**config.mk**
```make
export PLATFORM = sky130hd
export DESIGN_NAME = fpnew_req_scheduler
export DESIGN_NICKNAME = d
export VERILOG_FILES = /design/src/rtl/fpnew_req_scheduler.sv
export SDC_FILE = /design/constraint.sdc
export NUM_CORES = 1
export LEC_CHECK = 0
export CORE_AREA = 2 2 135 137
export CTS_BUF_LIST = sky130_fd_sc_hd__clkbuf_8
export DETAILED_ROUTE_END_ITERATION = 6
export DIE_AREA = 0 0 137 139
export SETUP_SLACK_MARGIN = 0.4
export SLEW_MARGIN = 20
export SYNTH_ARGS = -nofsm -noshare
export SYNTH_HDL_FRONTEND = slang
export SYNTH_SLANG_ARGS = --single-unit
export TNS_END_PERCENT = 50
```
**constraint.sdc**
```tcl
create_clock -name clk_i -period 9.05 [get_ports clk_i]
set_clock_uncertainty 0.05 [all_clocks]
set_input_delay 1.81 -clock clk_i [delete_from_list [all_inputs] [get_ports clk_i]]
set_output_delay 1.81 -clock clk_i [all_outputs]
set_load 0.02 [all_outputs]
```
**src/rtl/fpnew_req_scheduler.sv**
```systemverilog
// Round-robin request scheduler that shares one fpnew_top among NumReq requesters.
// Requester index rides in the FPU tag; a credit counter bounds in-flight ops; an FSM sequences flushes.
module fpnew_req_scheduler #(
  parameter int unsigned NumReq         = 4,
  parameter int unsigned Width          = 16,
  parameter int unsigned MaxOutstanding = 4,
  localparam int unsigned IdxW          = $clog2(NumReq)
) (
  input  logic                        clk_i,
  input  logic                        rst_ni,
  input  logic                        flush_i,
  input  logic [NumReq-1:0]           req_valid_i,
  output logic [NumReq-1:0]           req_ready_o,
  input  logic [NumReq*3*Width-1:0]   req_operands_i,
  input  logic [NumReq*4-1:0]         req_op_i,
  input  logic [NumReq-1:0]           req_op_mod_i,
  input  logic [NumReq*3-1:0]         req_rnd_i,
  output logic [NumReq-1:0]           rsp_valid_o,
  input  logic [NumReq-1:0]           rsp_ready_i,
  output logic [Width-1:0]            rsp_result_o,
  output logic [4:0]                  rsp_status_o,
  output logic [3*Width-1:0]          fpu_operands_o,
  output logic [3:0]                  fpu_op_o,
  output logic                        fpu_op_mod_o,
  output logic [2:0]                  fpu_rnd_o,
  output logic [IdxW-1:0]             fpu_tag_o,
  output logic                        fpu_in_valid_o,
  output logic                        fpu_out_ready_o,
  output logic                        fpu_flush_o,
  input  logic                        fpu_in_ready_i,
  input  logic [Width-1:0]            fpu_result_i,
  input  logic [4:0]                  fpu_status_i,
  input  logic [IdxW-1:0]             fpu_tag_i,
  input  logic                        fpu_out_valid_i,
  output logic                        busy_o
);

  localparam int unsigned CntW = 4;

  typedef enum logic [1:0] {IDLE, RUN, FLUSH, DRAIN} state_e;

  state_e          state_q, state_d;
  logic [CntW-1:0] credits_q, credits_d;
  logic [IdxW-1:0] rr_ptr_q, rr_ptr_d;
  logic [IdxW-1:0] lock_idx_q, lock_idx_d;
  logic            lock_q, lock_d;
  logic            drain_cnt_q, drain_cnt_d;

  logic [IdxW-1:0] grant;
  logic            any_valid;
  logic            full;
  logic            issue_en;
  logic            issue_hs;
  logic            ret_en;
  logic            ret_hs;
  logic            tag_ok;
  logic            sel_ready;

  // Arbiter: a stalled grant stays locked so the FPU sees stable inputs until it accepts.
  always_comb begin : arbiter
    int unsigned off;
    int unsigned best;
    grant     = rr_ptr_q;
    any_valid = 1'b0;
    best      = NumReq;
    off       = 0;
    for (int i = 0; i < NumReq; i++) begin
      if (lock_q) begin
        if (lock_idx_q == IdxW'(i)) begin
          grant     = lock_idx_q;
          any_valid = req_valid_i[i];
        end
      end else begin
        off = (i + NumReq - int'(rr_ptr_q)) % NumReq;
        if (req_valid_i[i] && (off < best)) begin
          best      = off;
          grant     = IdxW'(i);
          any_valid = 1'b1;
        end
      end
    end
  end

  assign full           = (credits_q >= CntW'(MaxOutstanding));
  assign issue_en       = ((state_q == IDLE) || (state_q == RUN)) && !flush_i;
  assign fpu_in_valid_o = issue_en && any_valid && !full;
  assign issue_hs       = fpu_in_valid_o && fpu_in_ready_i;
  assign fpu_tag_o      = fpu_in_valid_o ? grant : '0;
  assign fpu_flush_o    = (state_q == FLUSH);

  always_comb begin
    fpu_operands_o = '0;
    fpu_op_o       = '0;
    fpu_op_mod_o   = 1'b0;
    fpu_rnd_o      = '0;
    req_ready_o    = '0;
    for (int i = 0; i < NumReq; i++) begin
      if (fpu_in_valid_o && (grant == IdxW'(i))) begin
        fpu_operands_o = req_operands_i[i*3*Width +: 3*Width];
        fpu_op_o       = req_op_i[i*4 +: 4];
        fpu_op_mod_o   = req_op_mod_i[i];
        fpu_rnd_o      = req_rnd_i[i*3 +: 3];
        req_ready_o[i] = fpu_in_ready_i;
      end
    end
  end

  // Return path: results with a tag outside the requester range are sunk without delivery.
  assign ret_en = (state_q == IDLE) || (state_q == RUN);

  always_comb begin
    tag_ok      = 1'b0;
    sel_ready   = 1'b0;
    rsp_valid_o = '0;
    for (int i = 0; i < NumReq; i++) begin
      if (fpu_tag_i == IdxW'(i)) begin
        tag_ok         = 1'b1;
        sel_ready      = rsp_ready_i[i];
        rsp_valid_o[i] = ret_en && fpu_out_valid_i;
      end
    end
  end

  assign fpu_out_ready_o = ret_en ? (tag_ok ? sel_ready : 1'b1) : 1'b1;
  assign ret_hs          = ret_en && fpu_out_valid_i && fpu_out_ready_o;
  assign rsp_result_o    = fpu_result_i;
  assign rsp_status_o    = fpu_status_i;
  assign busy_o          = (credits_q != '0) || (state_q != IDLE);

  always_comb begin
    state_d     = state_q;
    credits_d   = credits_q;
    rr_ptr_d    = rr_ptr_q;
    lock_d      = lock_q;
    lock_idx_d  = lock_idx_q;
    drain_cnt_d = drain_cnt_q;
    unique case (state_q)
      IDLE, RUN: begin
        if (issue_hs && !ret_hs) begin
          credits_d = credits_q + 1'b1;
        end else if (ret_hs && !issue_hs) begin
          credits_d = (credits_q == '0) ? '0 : credits_q - 1'b1;
        end
        if (issue_hs) begin
          rr_ptr_d = (grant == IdxW'(NumReq-1)) ? '0 : grant + 1'b1;
          lock_d   = 1'b0;
        end else begin
          lock_d     = fpu_in_valid_o;
          lock_idx_d = grant;
        end
        state_d = (credits_d != '0) ? RUN : IDLE;
      end
      FLUSH: begin
        credits_d   = '0;
        lock_d      = 1'b0;
        drain_cnt_d = 1'b0;
        state_d     = DRAIN;
      end
      DRAIN: begin
        if (fpu_out_valid_i) begin
          drain_cnt_d = 1'b0;
        end else if (drain_cnt_q) begin
          drain_cnt_d = 1'b0;
          state_d     = IDLE;
        end else begin
          drain_cnt_d = 1'b1;
        end
      end
      default: state_d = IDLE;
    endcase
    if (flush_i) begin
      state_d = FLUSH;
    end
  end

  always_ff @(posedge clk_i or negedge rst_ni) begin
    if (!rst_ni) begin
      state_q     <= IDLE;
      credits_q   <= '0;
      rr_ptr_q    <= '0;
      lock_q      <= 1'b0;
      lock_idx_q  <= '0;
      drain_cnt_q <= 1'b0;
    end else begin
      state_q     <= state_d;
      credits_q   <= credits_d;
      rr_ptr_q    <= rr_ptr_d;
      lock_q      <= lock_d;
      lock_idx_q  <= lock_idx_d;
      drain_cnt_q <= drain_cnt_d;
    end
  end

  credit_underflow_a: assert property (@(posedge clk_i) disable iff (!rst_ni)
    ret_hs |-> (credits_q != '0));

endmodule

```
==> results of run 1 <==
[cell families (layout without fill, tap and decap cells)]
| logic type | after synthesis | after routing | share of synthesized area (%) |
|---|---|---|---|
| flip-flops | 12 | 12 | 8.71 |
| XOR/XNOR | 1 | 1 | 0.254 |
| AO/OA/AOI/OAI | 209 | 209 | 33.9 |
| AND/OR/NAND/NOR | 283 | 283 | 40.0 |
| buffers and inverters | 87 | 371 | 11.9 |
| multiplexers | 5 | 5 | 2.00 |
| adder cells (fa/ha/maj) | 9 | 9 | 3.27 |
[cells in the mapped netlist (all sizes together), types with 2 or more instances]
master  count  area, sq um
a21oi     165          826
nor2      121          454
nand2      68          263
nand3b     52          390
clkbuf     51          193
buf        27          184
dfrtp      12          300
nor2b      11         68.8
o21ai      11         55.1
ha          9          113
inv         9         33.8
a21o        7         53.8
and3        6         38.8
nand3       6         30.0
nor3        5         25.0
a221oi      4         35.0
or2         3         18.8
a21boi      2         15.0
a31oi       2         12.5
a32oi       2         25.0
mux2        2         26.3
mux2i       2         20.0
nand2b      2         12.5
nor3b       2         15.0
nor4        2         12.5
o21a        2         15.0
o221a       2         22.5
o22ai       2         12.5
[flip-flops by register name, indices dropped and copies added (netlist names)]
signal	cells
credits_q	4
drain_cnt_q	1
lock_idx_q	2
lock_q	1
rr_ptr_q	2
state_q	2
[power groups by stage]
stage | registers (W) | logic [W] | clock network, W
floorplan | 0.0000718 | 0.00122 | 0
global placement | 0.0000813 | 0.00196 | 0
detailed placement | 0.0000815 | 0.00196 | 0
CTS | 0.0000818 | 0.00203 | 0.0000588
global route | 0.0000839 | 0.00229 | 0.0000615
finish | 0.0000818 | 0.00203 | 0.0000585
[worst max path at each step]
stage                   start                 end  slack [ns]  cells after the start
4_1_cts        req_valid_i[0]  fpu_operands_o[35]        0.38                     28
6_report       req_valid_i[0]        fpu_rnd_o[1]        0.87                     28
5_1_grt        req_valid_i[0]  fpu_operands_o[13]        0.60                     29
2_1_floorplan  req_valid_i[0]        fpu_rnd_o[2]        0.73                     27
3_3_place_gp   req_valid_i[0]  fpu_operands_o[42]       -0.12                     24
3_5_place_dp   req_valid_i[0]  fpu_operands_o[21]       -0.18                     27
[final cells by class]
class / count / area [sq um]
clock buffers: 4 / 55.1
multi-input cells: 507 / 2860
inverters: 9 / 33.8
fillers: 1941 / 10800
repair buffers: 358 / 3330
well taps: 229 / 287
flip-flops and latches: 12 / 300
[per-layer routing]
metal	vias up	share of wire (%)	GRT usage, %
met3	8	8.1	3.07
met2	210	51	31.1
li1	2640	-	-
met1	2358	41	21.1
met4	0	0.36	1.03
met5	-	0	0
[worst reg2reg max path: cells and delay by family, from the launching register on]
kind	cells	cell delay [ns]
buffers and inverters	2	0.25
AOI/OAI and AO/OA	11	1.44
adders and majority gates	4	0.82
and+or+nand+nor	5	1.15
DFF	1	0.62
[what timing repair did]
action / CTS / global route
hold endpoints to repair: 0 / 0
pin swaps: 6 / 11
hold buffers: 0 / 0
setup buffers: 4 / 2
setup endpoints to repair: 60 / 60
gates resized for setup: 122 / 94
gates cloned: 0 / 0
[per-stage QoR]
| stage | cell area, sq um | TNS, ns |
|---|---|---|
| 4_1_cts | 7010 | 0 |
| 5_1_grt | 6860 | 0 |
| 3_5_place_dp | 6920 | -5.00 |
| 2_1_floorplan | 3450 | 0 |
| 3_3_place_gp | 6920 | -2.04 |
| 6_report | 6860 | 0 |
==> results by group, run 1 <==
Yosys
  • Most common flop cell mapped by yosys: dfrtp_1
  • Asr flop ratio synth: 100%
  • Yosys cell types: 54
  • FF+latch count, synth: 12
  • Register area share after synthesis: 8.71%
  • Yosys warns: 0
  • Synthesized cell area: 3450 sq um
  • Syn nets: 875
  • Syn Inst Count: 606
  • Syn_area_per_cell: ~5.7 sq um
  • EDFF count, synth: 0

Die
  • DIE AREA: about 19000 sq um
  • Starting Density: between 10% and 20%
  • Die H: 139 um
  • Row cnt: 49
  • I/O pin count: between 300 and 400
  • Die W: 137 um
  • Area of the core: around 18000 sq um

Critical path
  • Crit-path max FO: 28
  • R2R setup slack: approximately 4.6 ns
  • Crit path DAT: 6.32 ns
  • Startpoint Class: primary input
  • CP max-delay cell: or3b_4
  • WP buf/inv: 7
  • Crit-path leading delay family: compound AO/OA/AOI/OAI gates
  • Setup CP Type: in2out
  • Required @ worst endpoint: between 7 and 8 ns
  • CP peak stage delay: about 0.40 ns
  • Reg2reg start: lock_q$_DFFE_PN0P_
  • Worst Setup End Kind: output pin
  • R2r worst-path depth: 22
  • R2R Path End: rr_ptr_q[1]$_DFFE_PN0P_

Power
  • Final Power: between 0.002 and 0.0025 W
  • Pwr Density: 317 nW/um^2
  • Clk pwr share: about 2.7%
  • Combinational Power Share: just over 90%
  • VDD IR max: 165 uV
  • Net Sw Power: about 0.0011 W
  • Leak: around 2.7 nW
  • Cell Int Power: ~0.0011 W
  • Part of the power in registers: under 10%
  • Sw frac: about half

Timing
  • Worst slew pin tran: a little under 0.7 ns
  • Period utilisation layout: about 90%
  • Unrepaired setup endpoints after global routing: false
  • Finish-stage setup viols: 0
  • Fmax achieved: 122 MHz
  • Hold Slack: 0.454 ns
  • Crit path time final: about 8.2 ns
  • Final Max Slew Viols: 0
  • Final Hold Vio Count: 0
  • Worst Slack Setup Final: 0.867 ns
  • Relative slew slack: between 50 and 60%

Routing
  • Final wirelength: about 17 mm
  • Post-route antenna net violation count: 0
  • Wire length per cell: approximately 15 um
  • Vias: 5216
  • Drc violations: 0
  • Via-to-Cell Ratio: about 4.7
  • DRT iter0 DRCs: 211
  • Drt pass-1 iters: 4

Global route
  • All-Layer GR Usage: 16.9%
  • Vias in the first global route: around 5k
  • Grt ovf: 0
  • Largest net degree at the start of global routing: 41
  • First-pass GRT wire length: ~26 mm
  • Initial antenna violation count: 0

Clock network
  • Clock tree root driver cell: clkbuf_8
  • Clock slew at reported path FFs: approximately 0.060 ns
  • CTS Buf Count: 3
  • TritonCTS clock tree: built
  • H-tree level count: 1
  • CTS Sinks: 12
  • Maximum buffer depth of the clock tree: 2
  • Clk Latency, worst-skew pair: 0.24 ns

Final layout
  • Final Util: just under 40%
  • Final #Nets: roughly 1.2k
  • Commonest non-fill, non-tap cell in the layout: clkdlybuf4s50_1
  • Most frequent cells in the layout: clkdlybuf4s50_1, a21oi_1, nor2_1
  • # diodes: 0
  • Final non-filler cell total: 1119
  • Layout area overhead: 99.1%
  • Share of layout cells above drive strength 1: between 10% and 20%

Placement
  • Inst Count DP: about 1.1k
  • I/O Buffers: roughly 310
  • Hpwl dp: roughly 14 mm
  • GP Congestion: roughly 0.84
  • Post-Place Worst Slack: -0.178 ns

Min path
  • Hold EP: drain_cnt_q$_DFFE_PN0P_
  • WHS Path Cells: 1
  • Hold path start: drain_cnt_q$_DFFE_PN0P_
  • Min-delay worst type: reg2reg

Flow run
  • Max-Cap Viols: 0

Status
  • Status: finished clean
No activity file was read; power rests on OpenSTA's default activity.
==> inputs of run 2 (changes only) <==
--- a/config.mk
+++ b/config.mk
@@ -9,6 +9,7 @@
 export CTS_BUF_LIST = sky130_fd_sc_hd__clkbuf_8
 export DETAILED_ROUTE_END_ITERATION = 6
 export DIE_AREA = 0 0 137 139
+export REMOVE_ABC_BUFFERS = 1
 export SETUP_SLACK_MARGIN = 0.4
 export SLEW_MARGIN = 20
 export SYNTH_ARGS = -nofsm -noshare
==> results by group, run 2 (same netlist as run 1, synthesis figures left out) <==
Timing
  • Unrepaired setup endpoints after global routing: false
  • Finish-stage setup viols: 0
  • Final Max Slew Viols: 0
  • Crit path time final: 8.39 ns
  • Worst slew pin tran: approximately 0.67 ns
  • Relative slew slack: a little under three fifths
  • Fmax achieved: approximately 120 MHz
  • Period utilisation layout: 92.7%
  • Hold Slack: 0.457 ns
  • Final Hold Vio Count: 0

Global route
  • Initial antenna violation count: 0
  • First-pass GRT wire length: 27.0 mm
  • All-Layer GR Usage: 17.7%
  • Vias in the first global route: 4990
  • Largest net degree at the start of global routing: 37
  • Grt ovf: 0

Clock network
  • Clock slew at reported path FFs: around 0.050 ns
  • CTS Sinks: 12
  • CTS Buf Count: 3
  • Clk Latency, worst-skew pair: about 0.24 ns
  • Clock tree root driver cell: clkbuf_8
  • Maximum buffer depth of the clock tree: 2
  • H-tree level count: 1
  • TritonCTS clock tree: built

Placement
  • Hpwl dp: 14.6 mm
  • I/O Buffers: slightly above 300
  • GP Congestion: slightly below 0.9

Routing
  • Vias: about 5.3k
  • Wire length per cell: between 15 and 20 um
  • Via-to-Cell Ratio: 4.62
  • Post-route antenna net violation count: 0
  • Drt pass-1 iters: 4
  • DRT iter0 DRCs: around 210
  • Final wirelength: ~19 mm
  • Drc violations: 0

Final layout
  • Final #Nets: between 1k and 1.5k
  • Largest register FFs: 4
  • Top reg by flops: credits_q
  • Share of layout cells above drive strength 1: between 10% and 20%
  • # diodes: 0
  • Commonest non-fill, non-tap cell in the layout: clkdlybuf4s50_1
  • Most frequent cells in the layout: clkdlybuf4s50_1, a21oi_1, nor2_1
  • Layout area overhead: 112%

Critical path
  • Crit-path max FO: 9
  • Worst Setup End Kind: output pin
  • Required @ worst endpoint: ~7.2 ns
  • Startpoint Class: primary input
  • Crit path DAT: approximately 6.5 ns
  • Setup CP Type: in2out

Die
  • Starting Density: 19.5%
  • Row cnt: 49
  • Die H: 139 um
  • DIE AREA: 19000 sq um
  • Die W: ~140 um
  • Area of the core: around 18000 sq um
  • I/O pin count: about 350

Status
  • Status: finished clean

Power
  • Leak: around 3 nW
  • Pwr Density: between 300 and 400 nW/um^2
  • VDD IR max: ~260 uV
  • Final Power: about 0.0025 W

Min path
  • Min-delay worst type: reg2reg

Flow run
  • Max-Cap Viols: 0
==> run 2: cell count changes in the layout (fill, tap and decap cells not counted), moves of 6 or more <==
cell       delta
a21oi_1       +6
a21oi_2       -6
buf_12        +6
buf_2         +8
buf_4        +13
clkbuf_16     +7
clkbuf_2      -7
==> run 2: timing repair <==
| item | 4_1_cts | 5_1_grt |
|---|---|---|
| endpoints found under the setup margin | 60 | 61 |
| cloned | 1 | 8 |
| hold buffers | 0 | 0 |
| buffers inserted | 6 | 12 |
| pin swaps | 2 | 12 |
| gates resized for setup | 137 | 86 |
==> run 2: worst paths after layout <==
kind                       cells past startpoint  slack, ns                   endpoint                    start
max in group asynchronous                      1       6.69    drain_cnt_q$_DFFE_PN0P_                   rst_ni
min in group asynchronous                      1       1.89  lock_idx_q[1]$_DFFE_PN0P_                   rst_ni
hold / removal                                 1       0.46    drain_cnt_q$_DFFE_PN0P_  drain_cnt_q$_DFFE_PN0P_
hold reg to reg                                1       0.46    drain_cnt_q$_DFFE_PN0P_  drain_cnt_q$_DFFE_PN0P_
setup reg to reg                              22       4.59    rr_ptr_q[1]$_DFFE_PN0P_       lock_q$_DFFE_PN0P_
setup / recovery                              22       0.66             req_ready_o[1]           req_valid_i[1]
==> run 2: power breakdown <==
group / leakage (nW) / switching, W / internal (W)
clock: 0.0216 / 0.0000181 / 0.0000292
sequential: 0.152 / 0.0000177 / 0.0000636
combinational: 2.78 / 0.00114 / 0.00127
==> run 2: through the flow <==
step	instance area [sq um]	instances	setup WS, ns	util (%)	TNS [ns]
2_1_floorplan	3070	528	-0.443	-	-25.19
3_5_place_dp	7010	1119	-0.227	39.7	-5.88
4_1_cts	7080	1129	0.279	40.1	0
5_1_grt	7310	1149	0.408	41.4	0
3_3_place_gp	7010	1119	-0.158	39.7	-1.67
6_report	7310	1149	0.665	41.4	0
==> run 2: area by class of cell <==
cell class                      count  area (sq um)
Tap cell                          229           287
Sequential cell                    12           300
Fill cell                        1900         10300
Inverter                            9          33.8
Clock buffer                        3          41.3
Timing Repair Buffer              389          3790
Multi-Input combinational cell    507          2860
==> run 2: layer usage <==
| metal | global-route usage, % | up-vias | part of all wire, % |
|---|---|---|---|
| met5 | 0 | - | 0 |
| met4 | 2.01 | 0 | 1.0 |
| met3 | 8.22 | 14 | 12 |
| met2 | 29.7 | 215 | 47 |
| met1 | 21.3 | 2377 | 40 |
| li1 | - | 2707 | - |
==> run 2: critical path, stage by stage <==
cell             delay, ns
clkdlybuf4s50_1       0.69
a21boi_1              0.21
o21ai_1               0.08
a21o_1                0.20
ha_2                  0.31
o22ai_1               0.07
o21a_1                0.19
a21o_1                0.17
o21a_1                0.16
or2_2                 0.27
ha_1                  0.18
nand2b_4              0.14
buf_4                 0.14
a21o_1                0.17
a32oi_2               0.27
buf_4                 0.17
ha_4                  0.18
buf_12                0.13
clkbuf_16             0.14
buf_4                 0.10
and3_1                0.13
clkdlybuf4s50_1       0.61
